<file path="config.mk">
export PLATFORM = sky130hd
export DESIGN_NAME = arb_mux_nch_flat
export DESIGN_NICKNAME = d
export VERILOG_FILES = /design/src/rtl/arb_mux_nch_if.sv /design/src/rtl/arb_mux_nch.sv /design/src/flat_wrapper.sv
export SDC_FILE = /design/constraint.sdc
export NUM_CORES = 1
export LEC_CHECK = 0
export BUFFER_PORTS_ARGS = -buffer_cell sky130_fd_sc_hd__buf_2
export CORE_UTILIZATION = 46
export CTS_BUF_LIST = sky130_fd_sc_hd__clkbuf_8
export CTS_CLUSTER_SIZE = 28
export DETAILED_ROUTE_END_ITERATION = 12
export PLACE_DENSITY_LB_ADDON = 0.2
export SLEW_MARGIN = 20
export SYNTH_ARGS = -nofsm -noshare
export SYNTH_HDL_FRONTEND = slang
export SYNTH_SLANG_ARGS = --single-unit
</file>
<file path="constraint.sdc">
create_clock -name clk_i -period 2.9 [get_ports clk_i]
set_input_delay 0.145 -clock clk_i [delete_from_list [all_inputs] [get_ports clk_i]]
set_output_delay 0.145 -clock clk_i [all_outputs]
set_load 0.02 [all_outputs]
</file>
<file path="src/rtl/arb_mux_nch_if.sv">
`default_nettype none
// +--------------------------------------------------------------------------+
// | arb_mux_nch_if : channel-side and output-side signals of arb_mux_nch      |
// | Rev 1.0                                                                   |
// +--------------------------------------------------------------------------+
interface arb_mux_nch_if #(
   parameter int WIDTH    = 8,
   parameter int CHANNELS = 4
);
   localparam int SW = (CHANNELS > 2) ? $clog2(CHANNELS) : 1;

   logic [CHANNELS*WIDTH-1:0] in_data;
   logic [CHANNELS-1:0]       in_valid;
   logic [CHANNELS-1:0]       in_ready;
   logic                      mode;
   logic [SW-1:0]             sel;
   logic [WIDTH-1:0]          out_data;
   logic                      out_valid;
   logic                      out_ready;
   logic [SW-1:0]             out_ch;

   modport master (
      output in_data, in_valid, mode, sel, out_ready,
      input  in_ready, out_data, out_valid, out_ch
   );

   modport slave (
      input  in_data, in_valid, mode, sel, out_ready,
      output in_ready, out_data, out_valid, out_ch
   );
endinterface
`default_nettype wire

</file>
<file path="src/rtl/arb_mux_nch.sv">
`default_nettype none
// +--------------------------------------------------------------------------+
// | arb_mux_nch : N-channel fixed/round-robin arbiter into a one-word buffer  |
// | Rev 1.0                                                                   |
// +--------------------------------------------------------------------------+
module arb_mux_nch #(
   parameter int WIDTH    = 8,
   parameter int CHANNELS = 4
) (
   input  wire logic          clk_i,
   input  wire logic          rst_i,
   arb_mux_nch_if.slave       arb_if
);
   localparam int              SW          = (CHANNELS > 2) ? $clog2(CHANNELS) : 1;
   localparam logic [SW:0]     c_CH_EXT    = (SW+1)'(CHANNELS);
   localparam logic [SW-1:0]   c_LAST      = SW'(CHANNELS-1);

   logic [WIDTH-1:0]    out_data_q;
   logic [SW-1:0]       out_ch_q;
   logic                out_valid_q;
   logic [SW-1:0]       ptr_q;
   logic [SW-1:0]       w_ptr_d;

   logic                w_gnt_found;
   logic [SW-1:0]       w_gnt_idx;
   logic [CHANNELS-1:0] w_gnt_oh;
   logic [WIDTH-1:0]    w_gnt_data;
   logic [SW:0]         w_rr_sum;
   logic [SW-1:0]       w_rr_idx;
   logic                w_load;

   // Round-robin scan runs from the farthest offset down so the nearest
   // requester to the pointer is the last, and therefore winning, assignment.
   always_comb begin
      w_gnt_found = 1'b0;
      w_gnt_idx   = '0;
      w_rr_sum    = '0;
      w_rr_idx    = '0;
      if (!arb_if.mode) begin
         for (int i = 0; i < CHANNELS; i++) begin
            if (arb_if.sel == SW'(i) && arb_if.in_valid[i]) begin
               w_gnt_found = 1'b1;
               w_gnt_idx   = SW'(i);
            end
         end
      end else begin
         for (int k = CHANNELS-1; k >= 0; k--) begin
            w_rr_sum = {1'b0, ptr_q} + (SW+1)'(k);
            if (w_rr_sum >= c_CH_EXT) begin
               w_rr_sum = w_rr_sum - c_CH_EXT;
            end
            w_rr_idx = w_rr_sum[SW-1:0];
            if (arb_if.in_valid[w_rr_idx]) begin
               w_gnt_found = 1'b1;
               w_gnt_idx   = w_rr_idx;
            end
         end
      end
   end

   always_comb begin
      w_gnt_oh   = '0;
      w_gnt_data = '0;
      for (int i = 0; i < CHANNELS; i++) begin
         if (w_gnt_found && w_gnt_idx == SW'(i)) begin
            w_gnt_oh[i] = 1'b1;
            w_gnt_data  = arb_if.in_data[i*WIDTH +: WIDTH];
         end
      end
   end

   assign w_load  = (!out_valid_q || arb_if.out_ready) && w_gnt_found;
   assign w_ptr_d = (w_gnt_idx == c_LAST) ? '0 : w_gnt_idx + 1'b1;

   assign arb_if.in_ready  = (w_load && !rst_i) ? w_gnt_oh : '0;
   assign arb_if.out_data  = out_data_q;
   assign arb_if.out_ch    = out_ch_q;
   assign arb_if.out_valid = out_valid_q;

   always_ff @(posedge clk_i or posedge rst_i) begin
      if (rst_i) begin
         out_data_q  <= '0;
         out_ch_q    <= '0;
         out_valid_q <= 1'b0;
         ptr_q       <= '0;
      end else begin
         if (w_load) begin
            out_data_q  <= w_gnt_data;
            out_ch_q    <= w_gnt_idx;
            out_valid_q <= 1'b1;
            if (arb_if.mode) begin
               ptr_q <= w_ptr_d;
            end
         end else if (arb_if.out_ready) begin
            out_valid_q <= 1'b0;
         end
      end
   end
endmodule
`default_nettype wire

</file>
<file path="src/flat_wrapper.sv">
// flat-port wrapper written by rule: the top's interface ports become plain ports
module arb_mux_nch_flat 
#(
   parameter int WIDTH    = 8,
   parameter int CHANNELS = 4
)
  (clk_i, rst_i, arb_if_in_data, arb_if_in_valid, arb_if_mode, arb_if_sel, arb_if_out_ready, arb_if_in_ready, arb_if_out_data, arb_if_out_valid, arb_if_out_ch);
  arb_mux_nch_if #(.WIDTH(WIDTH), .CHANNELS(CHANNELS)) arb_if_i ();
  input  wire logic clk_i;
  input  wire logic rst_i;
  input wire logic [$bits(arb_if_i.in_data)-1:0] arb_if_in_data;
  input wire logic [$bits(arb_if_i.in_valid)-1:0] arb_if_in_valid;
  input wire logic [$bits(arb_if_i.mode)-1:0] arb_if_mode;
  input wire logic [$bits(arb_if_i.sel)-1:0] arb_if_sel;
  input wire logic [$bits(arb_if_i.out_ready)-1:0] arb_if_out_ready;
  output wire logic [$bits(arb_if_i.in_ready)-1:0] arb_if_in_ready;
  output wire logic [$bits(arb_if_i.out_data)-1:0] arb_if_out_data;
  output wire logic [$bits(arb_if_i.out_valid)-1:0] arb_if_out_valid;
  output wire logic [$bits(arb_if_i.out_ch)-1:0] arb_if_out_ch;
  assign arb_if_i.in_data = arb_if_in_data;
  assign arb_if_i.in_valid = arb_if_in_valid;
  assign arb_if_i.mode = arb_if_mode;
  assign arb_if_i.sel = arb_if_sel;
  assign arb_if_i.out_ready = arb_if_out_ready;
  assign arb_if_in_ready = arb_if_i.in_ready;
  assign arb_if_out_data = arb_if_i.out_data;
  assign arb_if_out_valid = arb_if_i.out_valid;
  assign arb_if_out_ch = arb_if_i.out_ch;
  arb_mux_nch #(.WIDTH(WIDTH), .CHANNELS(CHANNELS)) u_core (.clk_i(clk_i), .rst_i(rst_i), .arb_if(arb_if_i));
endmodule
</file>
==> results of run 1 <==
==> power by group through the flow <==
stage	clock network, mW	logic [mW]	registers [mW]
floorplan	0	0.296	0.382
CTS	0.161	0.517	0.305
global placement	0	0.501	0.305
detailed placement	0	0.513	0.307
finish	0.156	0.517	0.305
global route	0.170	0.562	0.315
==> worst max path at each step <==
stage	depth (start not counted)	endpoint	start	slack (ns)
floorplan	11	u_core.arb_if.out_data[4]	u_core.ptr_q[1]	0.64
global route	9	u_core.arb_if.out_data[7]	u_core.ptr_q[0]	0.12
finish	9	u_core.arb_if.out_data[6]	u_core.ptr_q[0]	0.32
global placement	9	u_core.arb_if.out_data[5]	u_core.ptr_q[0]	0.49
detailed placement	9	u_core.arb_if.out_data[6]	u_core.ptr_q[0]	0.38
CTS	9	u_core.arb_if.out_data[6]	u_core.ptr_q[0]	0.34
==> routing by layer <==
metal | vias up | share of wire, % | global-route usage [%]
met5 | - | 0 | 0
met3 | 0 | 6.1 | 7.099
li1 | 501 | - | -
met1 | 454 | 45 | 26.96
met2 | 34 | 49 | 37.84
met4 | 0 | 0 | 2.857
==> repair_timing <==
action	4_1_cts	5_1_grt
hold buffers	1	0
hold endpoints to repair	13	0
resized for setup	0	0
==> through the flow <==
stage / instance area [sq um] / worst slack, ns
3_3_place_gp: 1325 / 0.4920
2_1_floorplan: 1054 / 0.6436
3_5_place_dp: 1325 / 0.3800
5_1_grt: 1380 / 0.1244
4_1_cts: 1380 / 0.3427
6_report: 1380 / 0.3201
==> cell type report <==
type / count / area share (%)
Multi-Input combinational cell: 83 / 49.14
Clock buffer: 3 / 2.992
Inverter: 2 / 0.5440
Tap cell: 27 / 2.448
Timing Repair Buffer: 57 / 21.03
Clock inverter: 1 / 0.2720
Sequential cell: 13 / 23.57
==> layout by cell type, fill, tap and decap left out, types with 3 or more instances in the layout <==
master	synthesis	routed
ha_1	4	4
inv_1	2	3
and3_2	4	4
clkbuf_8	0	3
nor2b_1	12	12
mux2_2	7	7
mux2_4	5	5
buf_2	1	56
o31ai_1	8	8
dfrtp_1	13	13
a221oi_1	8	8
nand2_1	11	11
==> cell families after synthesis <==
kind of cell	synth area share (%)
and+or+nand+nor	22.80
buffers and inverters	4.751
adders and majority gates	4.751
AOI/OAI and AO/OA	19.12
DFF	30.88
muxes	17.70
==> registers in the layout, summed over array words and instances, names as in the netlist <==
| register | flops |
|---|---|
| u_core.ptr_q | 2 |
| u_core.arb_if.out_valid | 1 |
| u_core.arb_if.out_ch | 2 |
| u_core.arb_if.out_data | 8 |
==> critical path, delay by kind of cell, from the launching register on <==
kind | cells | cell delay (ns)
DFF | 1 | 0.38
muxes | 1 | 0.20
AOI/OAI and AO/OA | 3 | 0.71
and+or+nand+nor | 4 | 0.90
adders and majority gates | 1 | 0.34
==> run_results.csv, run 1 <==
group,metric,value,unit
global_route,grt_remaining_overflow,0,
clock_tree,clk_pin_slew,0.05,ns
pwr,pwr-share-clk,15.9,%
clock_tree,root_buffer,"clkbuf_8",
sta,slew_headroom,53.41,%
synthesis,synth_top_area_share,30.88,%
sta,final-hold-violation-count,0,
synthesis,netlist_area,1054,sq um
hold_path,hold-path-endpoint,"u_core.arb_if.out_data[4]",
hold_path,hold_path.class,"in -> reg",
clock_tree,numCtsBuffers,3,
die,dieArea,2486,sq um
place,post-place-cells,181,
worst_setup_path,required,3.08,ns
worst_setup_path,r2r_setup_slack,0.32,ns
sta,whs,0.2392,ns
synthesis,synth-main-ff-cell,"dfrtp_1",
global_route,grt.total_usage,21.91,%
worst_setup_path,r2r-end,"u_core.arb_if.out_data[6]",
final_layout,diodes,0,
global_route,grt_pass1_vias,957,
hold_path,hp-start,"arb_if_in_data[28]",
final_layout,fillCellCount,168,
worst_setup_path,path_max_fanout,10,
final_layout,area_growth_syn_to_layout,31.00,%
run,maxCapViolCount,0,
die,coreArea,2062,sq um
clock_tree,postCtsSetupRepairBufs,0,
drt,drt_pass1_iterations,4,
drt,postRouteAntennaNets,0,
die,io_pins,57,
sta,rsz0062_at_grt,"false",
worst_setup_path,path_class,"reg -> reg",
synthesis,ys_seq_elements,13,
synthesis,synth_area_leaders,"dfrtp_1 31%, mux2_2 7.5%, mux2_4 7.1%",
synthesis,synth_cell_types,35,
die,std_cell_rows,16,
pwr,pwr-share-comb,52.8,%
sta,min_period,2.580,ns
worst_setup_path,crit_top_cell,"nor2b_1",
drt,first_iter_violations,32,
drt,drc,0,
drt,finalWirelength,2545,um
clock_tree,cts.sinks,13,
die,die_w,49.86,um
clock_tree,clk_path_buf_depth,2,
synthesis,synthMostInstantiatedCell,"dfrtp_1",
sta,skew,0.0004165,ns
pwr,power_per_cell_area,708.5,nW/um^2
global_route,antenna_found_initial,0,
pwr,leakagePower,0.6816,nW
sta,setup_tns,0,ns
synthesis,syn_inst,105,
final_layout,drive_gt1_share,52.20,%
sta,fmax,387.6,MHz
synthesis,syn-num-nets,151,
final_layout,nNetsFinal,206,
worst_setup_path,arrival,2.76,ns
final_layout,ff_latch_area,325.3,sq um
place,hpwl,2007,um
worst_setup_path,r2r_start,"u_core.ptr_q[0]",
pwr,intPower,0.5985,mW
drt,wl_per_cell,13.68,um
sta,fin_crit_sh,88.96,%
die,start_util,51.09,%
worst_setup_path,start_kind,"register",
hold_path,hold_path_depth,4,
synthesis,syn-mean-instance-area,10.03,sq um
clock_tree,cts_max_level,1,
synthesis,ys_top_cells_by_count,"13 x dfrtp_1, 12 x nor2b_1, 11 x nand2_1, 8 x a221oi_1, 8 x o31ai_1",
place,gp_congestion,0.8596,
final_layout,final_core_util,66.93,%
pwr,p_switching,0.3792,mW
pwr,swShare,38.79,%
global_route,grt_pass1_wl,4153,um
synthesis,synthArstFlopShare,100.0,%
pwr,pwr-share-seq,31.2,%
pwr,power,0.9777,mW
sta,worst_pin_slew,0.6965,ns
clock_tree,insertion_delay,0.24,ns
synthesis,yosysSeqAreaShare,30.88,%
pwr,irDropWorstVdd,0.4464,mV
die,die_h,49.86,um
sta,maxSlewViolCount,0,
sta,setup_viol,0,
synthesis,yosysTopAreaCell,"dfrtp_1",
drt,via_count,989,
worst_setup_path,slowest_stage,"nor2b_1",
clock_tree,tritoncts,"yes",
synthesis,synth_edf_count,0,
synthesis,yosys_warnings,0,
worst_setup_path,reg2regPathDepth,9,
drt,via_per_inst,5.317,
final_layout,multi_input_comb_area,678.2,sq um
place,portBuffers,56,
worst_setup_path,crit_path_end_kind,"register",
status,outcome,"finished clean",
global_route,grt_max_degree,18,
worst_setup_path,slowest_delay,0.50,ns
worst_setup_path,path_cells,"nor2b_1 > nor2_1 > o2111ai_1 > nand2_1 > ha_1 > nor2b_1 > a221oi_1 > o31ai_1 > mux2_4",
final_layout,final-instance-count-excl-fill,186,
Power figures use the tool's default switching activity.
==> run 2, diff against run 1 <==
==> constraint.sdc (replaced) <==
create_clock -name clk_i -period 2.8 [get_ports clk_i]
set_input_delay 0.14 -clock clk_i [delete_from_list [all_inputs] [get_ports clk_i]]
set_output_delay 0.14 -clock clk_i [all_outputs]
set_load 0.02 [all_outputs]
==> run_results.csv, run 2 (same netlist as run 1, synthesis figures left out) <==
group,metric,value,unit
status,outcome,"finished clean",
hold_path,hold_path_depth,4,
die,std_cell_rows,16,
global_route,grt_pass1_wl,3953,um
hold_path,hold_path.class,"in -> reg",
clock_tree,numCtsBuffers,3,
worst_setup_path,path_class,"reg -> reg",
clock_tree,cts.sinks,13,
final_layout,largest_reg_flops,8,
global_route,grt_max_degree,18,
drt,drt_pass1_iterations,5,
worst_setup_path,crit_path_end_kind,"register",
sta,min_period,2.572,ns
drt,postRouteAntennaNets,0,
die,die_w,49.86,um
worst_setup_path,slowest_delay,0.49,ns
worst_setup_path,required,2.97,ns
drt,via_per_inst,5.280,
clock_tree,postCtsSetupRepairBufs,0,
sta,worst_pin_slew,0.6920,ns
worst_setup_path,path_cells,"nor2b_1 > nor2_1 > o2111ai_1 > nand2_1 > ha_1 > nor2b_1 > a221oi_1 > o31ai_1 > mux2_4",
clock_tree,cts_max_level,1,
worst_setup_path,r2r_start,"u_core.ptr_q[0]",
worst_setup_path,reg2regPathDepth,9,
pwr,leakagePower,0.6816,nW
clock_tree,tritoncts,"yes",
final_layout,fillCellCount,161,
global_route,antenna_found_initial,0,
worst_setup_path,r2r-end,"u_core.arb_if.out_data[6]",
clock_tree,root_buffer,"clkbuf_8",
sta,setup_viol,0,
final_layout,diodes,0,
clock_tree,clk_pin_slew,0.05,ns
die,io_pins,57,
sta,rsz0062_at_grt,"false",
worst_setup_path,start_kind,"register",
worst_setup_path,crit_top_cell,"nor2b_1",
final_layout,layout_commonest_cell,"buf_2",
sta,fin_crit_sh,91.87,%
worst_setup_path,r2r_setup_slack,0.23,ns
global_route,grt.total_usage,20.69,%
sta,final-hold-violation-count,0,
pwr,power,1.007,mW
place,dpl_cell_area,1325,sq um
global_route,grt_remaining_overflow,0,
worst_setup_path,slowest_stage,"nor2b_1",
die,start_util,51.09,%
final_layout,final_cell_mix,"56 x buf_2, 13 x dfrtp_1, 12 x nor2b_1, 11 x nand2_1",
sta,setup_tns,0,ns
die,coreArea,2062,sq um
die,die_h,49.86,um
worst_setup_path,arrival,2.75,ns
place,hpwl,1864,um
clock_tree,clk_path_buf_depth,2,
worst_setup_path,path_max_fanout,10,
final_layout,multi_input_comb_area,678.2,sq um
place,gp_congestion,0.8152,
final_layout,nNetsFinal,206,
drt,wl_per_cell,12.98,um
hold_path,hp-start,"arb_if_in_data[25]",
sta,skew,0.002626,ns
sta,maxSlewViolCount,0,
hold_path,hold-path-endpoint,"u_core.arb_if.out_data[1]",
global_route,grt_pass1_vias,879,
worst_setup_path,path_buf_inv,0,
final_layout,area_growth_syn_to_layout,31.00,%
drt,via_count,982,
clock_tree,insertion_delay,0.24,ns
final_layout,ff_latch_area,325.3,sq um
drt,finalWirelength,2415,um
place,place_ws,0.2433,ns
final_layout,drive_gt1_share,52.20,%
sta,fmax,388.7,MHz
place,portBuffers,56,
die,dieArea,2486,sq um
pwr,irDropWorstVdd,0.4814,mV
run,maxCapViolCount,0,
final_layout,final_core_util,66.93,%
sta,slew_headroom,53.72,%
drt,drc,0,
sta,fin_ws,0.2276,ns
worst_setup_path,path_delay_family,"simple AND/OR/NAND/NOR gates",
final_layout,design_area,1380,sq um
pwr,power_per_cell_area,729.7,nW/um^2
drt,first_iter_violations,16,
[run 2: worst min-delay path, stage by stage]
cell,delay [ns]
buf_2,0.07
nand2_1,0.04
o31ai_1,0.05
mux2_2,0.14
[run 2: what timing repair did]
action	4_1_cts	5_1_grt
hold buffers	1	0
gates resized for setup	0	0
endpoints found under the hold margin	13	0
[run 2: layout make-up]
class	count	area share, %
multi-input cells	83	49.14
flip-flops and latches	13	23.57
repair buffers	57	21.03
clock buffers	3	2.992
well taps	27	2.448
inverters	2	0.5440
clock inverters	1	0.2720
[run 2: layer usage]
metal  up-vias  share of wire (%)  wire length, um  track usage, %
met5         -                  0                0               0
met4         0                  0                0           1.429
met1       446                 48             1150           29.59
li1        500                  -                -               -
met2        36                 47             1136           32.21
met3         0                5.3              128           5.864
[run 2: worst max-delay path by stage]
stage | slack (ns) | cells past startpoint | endpoint | from
2_1_floorplan | 0.54 | 11 | u_core.arb_if.out_data[4] | u_core.ptr_q[1]
6_report | 0.23 | 9 | u_core.arb_if.out_data[6] | u_core.ptr_q[0]
4_1_cts | 0.22 | 9 | u_core.arb_if.out_data[6] | u_core.ptr_q[0]
5_1_grt | 0.01 | 9 | u_core.arb_if.out_data[3] | u_core.ptr_q[0]
3_3_place_gp | 0.40 | 9 | u_core.arb_if.out_data[5] | u_core.ptr_q[0]
3_5_place_dp | 0.24 | 9 | u_core.arb_if.out_data[6] | u_core.ptr_q[0]
[run 2: stage by stage]
stage | std cells | hold slack (ns)
finish | 186 | 0.2338
global placement | 181 | 0.2307
detailed placement | 181 | 0.2294
CTS | 186 | 0.2288
floorplan | 105 | 0.03739
global route | 186 | 0.2467
[run 2: report_power, final]
group	internal (mW)	leakage, nW	switching, mW	total [mW]
logic	0.254	0.499	0.274	0.528
registers	0.269	0.156	0.0514	0.320
clock network	0.0965	0.0269	0.0621	0.159
